$ cat src/rtl/id_pipe_stage.sv
// Instruction-decode pipeline stage: register file with optional
// write-back forwarding, load-use hazard detection, and the ID/EX register.
module id_pipe_stage #(
  parameter int XLEN     = 32,
  parameter int NREG     = 64,
  parameter int CTRL_W   = 11,
  parameter int MEMR_BIT = 1,
  parameter int IMM_W    = 16,
  parameter int BYPASS   = 1,
  parameter int ZERO_R0  = 1,
  localparam int RIDX    = $clog2(NREG)
) (
  input  logic              clk,
  input  logic              rst_n,
  input  logic              in_valid,
  output logic              in_ready,
  input  logic [XLEN-1:0]   pc_in,
  input  logic [31:0]       instr,
  input  logic [CTRL_W-1:0] ctrl_in,
  input  logic              wb_en,
  input  logic [RIDX-1:0]   wb_idx,
  input  logic [XLEN-1:0]   wb_data,
  input  logic              ex_stall,
  input  logic              flush,
  output logic              out_valid,
  output logic [XLEN-1:0]   out_pc,
  output logic [RIDX-1:0]   out_rd,
  output logic [XLEN-1:0]   out_rs_val,
  output logic [XLEN-1:0]   out_rt_val,
  output logic [XLEN-1:0]   out_imm,
  output logic [CTRL_W-1:0] out_ctrl,
  output logic              hazard
);

  typedef struct packed {
    logic              valid;
    logic [XLEN-1:0]   pc;
    logic [RIDX-1:0]   rd;
    logic [XLEN-1:0]   rs_val;
    logic [XLEN-1:0]   rt_val;
    logic [XLEN-1:0]   imm;
    logic [CTRL_W-1:0] ctrl;
  } idex_t;

  idex_t q;

  logic [XLEN-1:0] rf [NREG];

  logic [RIDX-1:0] rd_idx;
  logic [1:0][RIDX-1:0] rp_idx;   // [0]=rs, [1]=rt
  logic [1:0][XLEN-1:0] rp_val;
  logic [XLEN-1:0] imm_sx;
  logic            accept;
  logic            rd_live;
  logic            unused_bits;

  assign rd_idx    = instr[27 -: RIDX];
  assign rp_idx[0] = instr[27-RIDX -: RIDX];
  assign rp_idx[1] = instr[27-2*RIDX -: RIDX];
  assign imm_sx    = {{(XLEN-IMM_W){instr[IMM_W-1]}}, instr[IMM_W-1:0]};
  assign unused_bits = ^instr[31:28];

  // Read ports: hardwired zero, then same-cycle write-back forward, then array.
  for (genvar p = 0; p < 2; p++) begin : g_rport
    assign rp_val[p] = (ZERO_R0 != 0 && rp_idx[p] == '0)               ? '0 :
                       (BYPASS != 0 && wb_en && wb_idx == rp_idx[p])   ? wb_data :
                                                                         rf[rp_idx[p]];
  end

  // A load in ID/EX whose destination feeds this instruction must wait a cycle.
  assign rd_live  = (ZERO_R0 == 0) || (q.rd != '0);
  assign hazard   = in_valid && q.valid && q.ctrl[MEMR_BIT] && rd_live &&
                    (q.rd == rp_idx[0] || q.rd == rp_idx[1]);
  assign in_ready = !hazard && !ex_stall;
  assign accept   = in_valid && in_ready;

  // Register file write; r0 stays zero when hardwired.
  always_ff @(posedge clk or negedge rst_n) begin
    if (!rst_n) begin
      for (int i = 0; i < NREG; i++) rf[i] <= '0;
    end else if (wb_en && !(ZERO_R0 != 0 && wb_idx == '0)) begin
      rf[wb_idx] <= wb_data;
    end
  end

  // ID/EX register: flush beats stall beats accept; otherwise insert a bubble.
  always_ff @(posedge clk or negedge rst_n) begin
    if (!rst_n) begin
      q <= '0;
    end else if (flush) begin
      q.valid <= 1'b0;
      q.ctrl  <= '0;
    end else if (ex_stall) begin
      q <= q;
    end else if (accept) begin
      q.valid  <= 1'b1;
      q.pc     <= pc_in;
      q.rd     <= rd_idx;
      q.rs_val <= rp_val[0];
      q.rt_val <= rp_val[1];
      q.imm    <= imm_sx;
      q.ctrl   <= ctrl_in;
    end else begin
      q.valid <= 1'b0;
      q.ctrl  <= '0;
    end
  end

  assign out_valid  = q.valid;
  assign out_pc     = q.pc;
  assign out_rd     = q.rd;
  assign out_rs_val = q.rs_val;
  assign out_rt_val = q.rt_val;
  assign out_imm    = q.imm;
  assign out_ctrl   = q.ctrl;

endmodule

$ cat config.mk
export PLATFORM = sky130hd
export DESIGN_NAME = id_pipe_stage
export DESIGN_NICKNAME = d
export VERILOG_FILES = /design/src/rtl/id_pipe_stage.sv
export SDC_FILE = /design/constraint.sdc
export NUM_CORES = 2
export LEC_CHECK = 0
export CAP_MARGIN = 20
export CORE_AREA = 2 2 624 626
export CTS_BUF_LIST = sky130_fd_sc_hd__clkbuf_4
export DETAILED_ROUTE_END_ITERATION = 7
export DIE_AREA = 0 0 626 628
export PLACE_DENSITY = 0.52
export SETUP_SLACK_MARGIN = 0.4
export SYNTH_ARGS = -nofsm -noshare
export SYNTH_HDL_FRONTEND = slang
export SYNTH_SLANG_ARGS = --single-unit
export TNS_END_PERCENT = 30
$ cat constraint.sdc
create_clock -name clk -period 2.1 [get_ports clk]
set_clock_uncertainty 0.2 [all_clocks]
set_input_delay 0.315 -clock clk [delete_from_list [all_inputs] [get_ports clk]]
set_output_delay 0.315 -clock clk [all_outputs]
set_load 0.1 [all_outputs]
==> results.txt <==
The flow ran to the end, but the final reports show violations. The final reports fail on hold timing, setup timing. The source of the worst register-to-register timing path is rf[933]$_DFFE_PN0P_.

The slowest stage of the critical path belongs to the cell sky130_fd_sc_hd__dfrtp_4. The via count of the first global-routing pass was 93520. The synthesized design contains 0 enable-type register cells.

The tools report the DRC violation count after routing as 0. Counting instances, the worst hold path has a depth of 7. Of the cells placed in the final design, the portion with a size suffix greater than 1 is 57.24%. For this design, the sink count on the clock tree is 2178.

At the end of the flow, the number of nets in the layout was 10420. The die is 626 µm wide. The routed wire length per instance is 32.39 µm, and the sequential-to-total area share from yosys stat is 47.22%.

The floorplan step set the die height to 628 µm. The switching power summed over all nets is 0.03926 W, and the minimum setup slack in the final design is -1.860 ns. The top cell type's share of synthesized area is 47.22%, and the switching share of power is 31.74%. In this run the tightest slew margin relative to its limit is 20.10%. After synthesis, the share of flip-flops with an asynchronous set or reset is 100.0%.

The worst register-to-register path has a depth of 6. The standard cell core area is 387100 µm², and the reported leakage power is 70.11 nW. Relative to the synthesized area, the layout overhead comes to 33.43%. The first detailed-routing pass ran for 6 iterations. In this run the power density over the cells is 803.1 nW/µm². The number of clock buffers added by TritonCTS is 606. The number of slew-limit violations in the final report was 0; the arrival time at the worst endpoint was 3.44 ns. Counting distinct cell types in the post-synthesis netlist gives 58. Sequential fraction of design power: 42.3%. The number of buffers and inverters on the critical path is 3.

For the combinational power share, the log shows 24.7%. Setup repair after global routing could not meet its margin everywhere. In the post-synthesis netlist, the biggest area contributors are sky130_fd_sc_hd__dfrtp_1 (47%), sky130_fd_sc_hd__mux2_2 (20%), sky130_fd_sc_hd__mux4_2 (13%), sky130_fd_sc_hd__mux2i_1 (6.7%), sky130_fd_sc_hd__clkbuf_1 (1.5%).

The hold path startpoint is instr[12]. The global route total overflow is 0, and the delay of the slowest critical-path stage is 0.55 ns. The tools report the number of failing setup endpoints in the final timing report as 338. The worst register-to-register path ends at out_rt_val[5]$_DFFE_PN0P_. For the hold violation total from the final report, the log shows 7. For this run, the total global-route usage over all layers was measured as 25.29%. For the worst-skew pair, the clock arrives at the later sink with an insertion delay of 1.58 ns.

The count of nets left with antenna violations once routing finished came out at 0. The worst-case hold slack is -0.03647 ns, and the count of buffers inserted at the top-level ports is 262. In the layout the commonest cells are sky130_fd_sc_hd__dfrtp_1 (2076), sky130_fd_sc_hd__mux2_2 (1867), sky130_fd_sc_hd__buf_4 (1332). The cell area that synthesis handed to floorplanning was 115400 µm². The root buffer cell chosen for the clock tree is sky130_fd_sc_hd__clkbuf_4.

The footprint of the multi-input gates was 59270 µm²; the count of boundary I/O pins was 267. The run gives 15930 as the number of cells in the finished layout apart from fillers. The library cell used most frequently in the layout, excluding fill and tap cells, is sky130_fd_sc_hd__dfrtp_1. Cells fill 39.79% of the core in the end. Most area-hungry cell type in the Yosys netlist: sky130_fd_sc_hd__dfrtp_1. The category of the critical setup timing path is register to primary output.

The endpoint required time on the critical path came out at 1.58 ns. Across the VDD grid, the largest voltage drop is 0.0005344 V. The slew of the pin with the lowest slew margin works out to 1.195 ns. For this run, the leading register cell type out of synthesis is sky130_fd_sc_hd__dfrtp_1.

The wire length of the first global-routing pass is 715800 µm, and the cell-internal power is 0.08443 W. Synthesis produced 8306 cells. The tools report the initial core utilization as 29.82%. The logs give 252.6 MHz for the achievable frequency and 8425 for the synthesized net count.

After floorplanning, the core was divided into 229 placement rows. The run gives 0.9087 as the routability-driven placement congestion ratio. The kind of launch point of the worst setup path was a register. The path class of the tightest hold or removal check is primary input to register. In this run the worst path has a maximum fanout of 3. The setup check on the worst reg-to-reg path leaves a slack of -0.82 ns. The tools report the total placed cells including tap cells as 14500.

Yosys printed 0 warnings. On the critical path the largest part of the delay comes from simple AND/OR/NAND/NOR gates. The run gives 0 as the max-capacitance violation count. In this run the number of H-tree levels came out at 6.

The die footprint is 393100 µm², and the sum of routed wire length over all layers is 516000 µm. Entering global routing, the biggest net connects 75 pins. The tools report the placed wire-length estimate after detailed placement as 342600 µm. After layout, the worst path uses 188.6% of the clock period.

STA classifies the critical path endpoint as a primary output. Per report_power, the clock group accounts for 33.0% of the total. Counting the fill cells in the layout gives 35790. Flop and latch count out of synthesis: 2178.

TritonCTS built the clock tree. Using the TritonRoute via totals, the vias-per-cell ratio works out to 5.624. Count of vias placed by the detailed router: 89600. Terminating pin of the worst hold path: out_rt_val[24]$_DFFE_PN0P_. For the number of antenna violations at the first check in global routing, the log shows 22. Clock-pin slew was measured on the worst setup and hold paths at 0.07 ns. Summing all flip-flop and latch instances after layout gives 54640 µm². Counting along the longest clock path gives a buffer depth of 4.

The shortest period the worst path allows is 3.960 ns, and the violation count after the first detailed-routing iteration is 8447. The critical path goes through xor2_2, nor4_2, a22oi_2, buf_12, buf_8, nor2_4, nor2_4, buf_12. Averaged over all synthesized cells, the footprint is 13.90 µm².
per-layer routing:
layer  track usage [%]  wire length, µm  vias to the layer above
li1                  -                -                    35980
met1             33.24           210500                    47940
met2             39.03           233700                     4497
met3             5.044            40350                     1175
met4             13.97            31400                       12
met5                 0               81                        -
flip-flops by register name, summed over array words and instances, names as in the netlist:
| signal | count |
|---|---|
| out_valid | 1 |
| out_ctrl | 11 |
| out_imm | 16 |
| rf | 2048 |
| out_rt_val | 32 |
| out_pc | 32 |
| out_rd | 6 |
| out_rs_val | 32 |
power groups by stage:
stage                     registers, W  logic [W]  clock network [W]
after CTS                       0.0520     0.0289             0.0416
after global routing            0.0529     0.0319             0.0440
after detailed placement        0.0526     0.0281                  0
final                           0.0523     0.0305             0.0408
after floorplan                 0.0538     0.0144                  0
after global placement          0.0522     0.0276                  0
worst max path at each step:
stage / start / end / slack [ns] / cells after the start
after CTS: out_rd[4]$_DFFE_PN0P_ / in_ready / -2.04 / 8
after floorplan: out_rd[2]$_DFFE_PN0P_ / in_ready / -0.48 / 5
final: out_rd[4]$_DFFE_PN0P_ / in_ready / -1.86 / 8
after global routing: out_rd[2]$_DFFE_PN0P_ / in_ready / -1.94 / 8
after detailed placement: instr[10] / out_rt_val[27]$_DFFE_PN0P_ / -1.38 / 9
after global placement: instr[10] / out_rt_val[27]$_DFFE_PN0P_ / -1.31 / 9
cell families after synthesis:
group | Yosys count | share of synthesized area (%)
simple gates | 714 | 2.702
xor+xnor | 24 | 0.1821
mux | 3516 | 40.02
buf+inv | 938 | 3.919
compound gates | 936 | 5.957
flops | 2178 | 47.22
tightest hold or removal path, cell delays in order:
cell	delay [ns]
sky130_fd_sc_hd__buf_8	0.21
sky130_fd_sc_hd__or3_4	0.26
sky130_fd_sc_hd__buf_12	0.16
sky130_fd_sc_hd__buf_12	0.18
sky130_fd_sc_hd__o31ai_4	0.13
sky130_fd_sc_hd__buf_4	0.22
sky130_fd_sc_hd__o31ai_2	0.18
stage by stage:
| stage | cell area, µm² | setup slack, ns | setup TNS, ns | total power [W] | hold slack [ns] |
|---|---|---|---|---|---|
| finish | 154000 | -1.860 | -192.77 | 0.1237 | -0.03647 |
| global route | 154000 | -1.937 | -205.95 | 0.1287 | -0.09739 |
| CTS | 151100 | -2.042 | -222.69 | 0.1225 | -0.3262 |
| detailed placement | 139600 | -1.379 | -1856.97 | 0.08070 | 0.003793 |
| global placement | 139600 | -1.306 | -1857.24 | 0.07976 | 0.003325 |
| floorplan | 117600 | -0.4799 | -31.12 | 0.06814 | -0.1806 |
synth_stat cells (all sizes together) (17+ instances only):
master	number
o31ai	65
a221oi	17
a211oi	65
o211ai	49
a22o	46
a2111oi	37
nor2	143
buf	474
clkbuf	457
a21oi	157
xor2	18
o21ai	45
o221ai	69
mux2i	768
mux2	2076
nand2	368
o22ai	155
a22oi	126
a221o	30
nand3	91
mux4	672
dfrtp	2178
a311oi	28
nor2b	39
final cells by class:
class                   count  share of cell area (%)
inverters                   7                 0.01706
repair buffers           2321                   16.79
multi-input cells        5190                   38.48
clock buffers             876                   4.270
diodes                      9                 0.01462
flip-flops and latches   2178                   35.48
well taps                5197                   4.222
clock inverters           153                  0.7222
repair_timing:
action	CTS	global route
hold buffers	283	4
pin swaps	8	101
resized for setup	117	533
cloned	11	8
endpoints found under the hold margin	4324	41
setup endpoints to repair	278	3488
buffers inserted	21	67
Power figures use the tool's default switching activity.
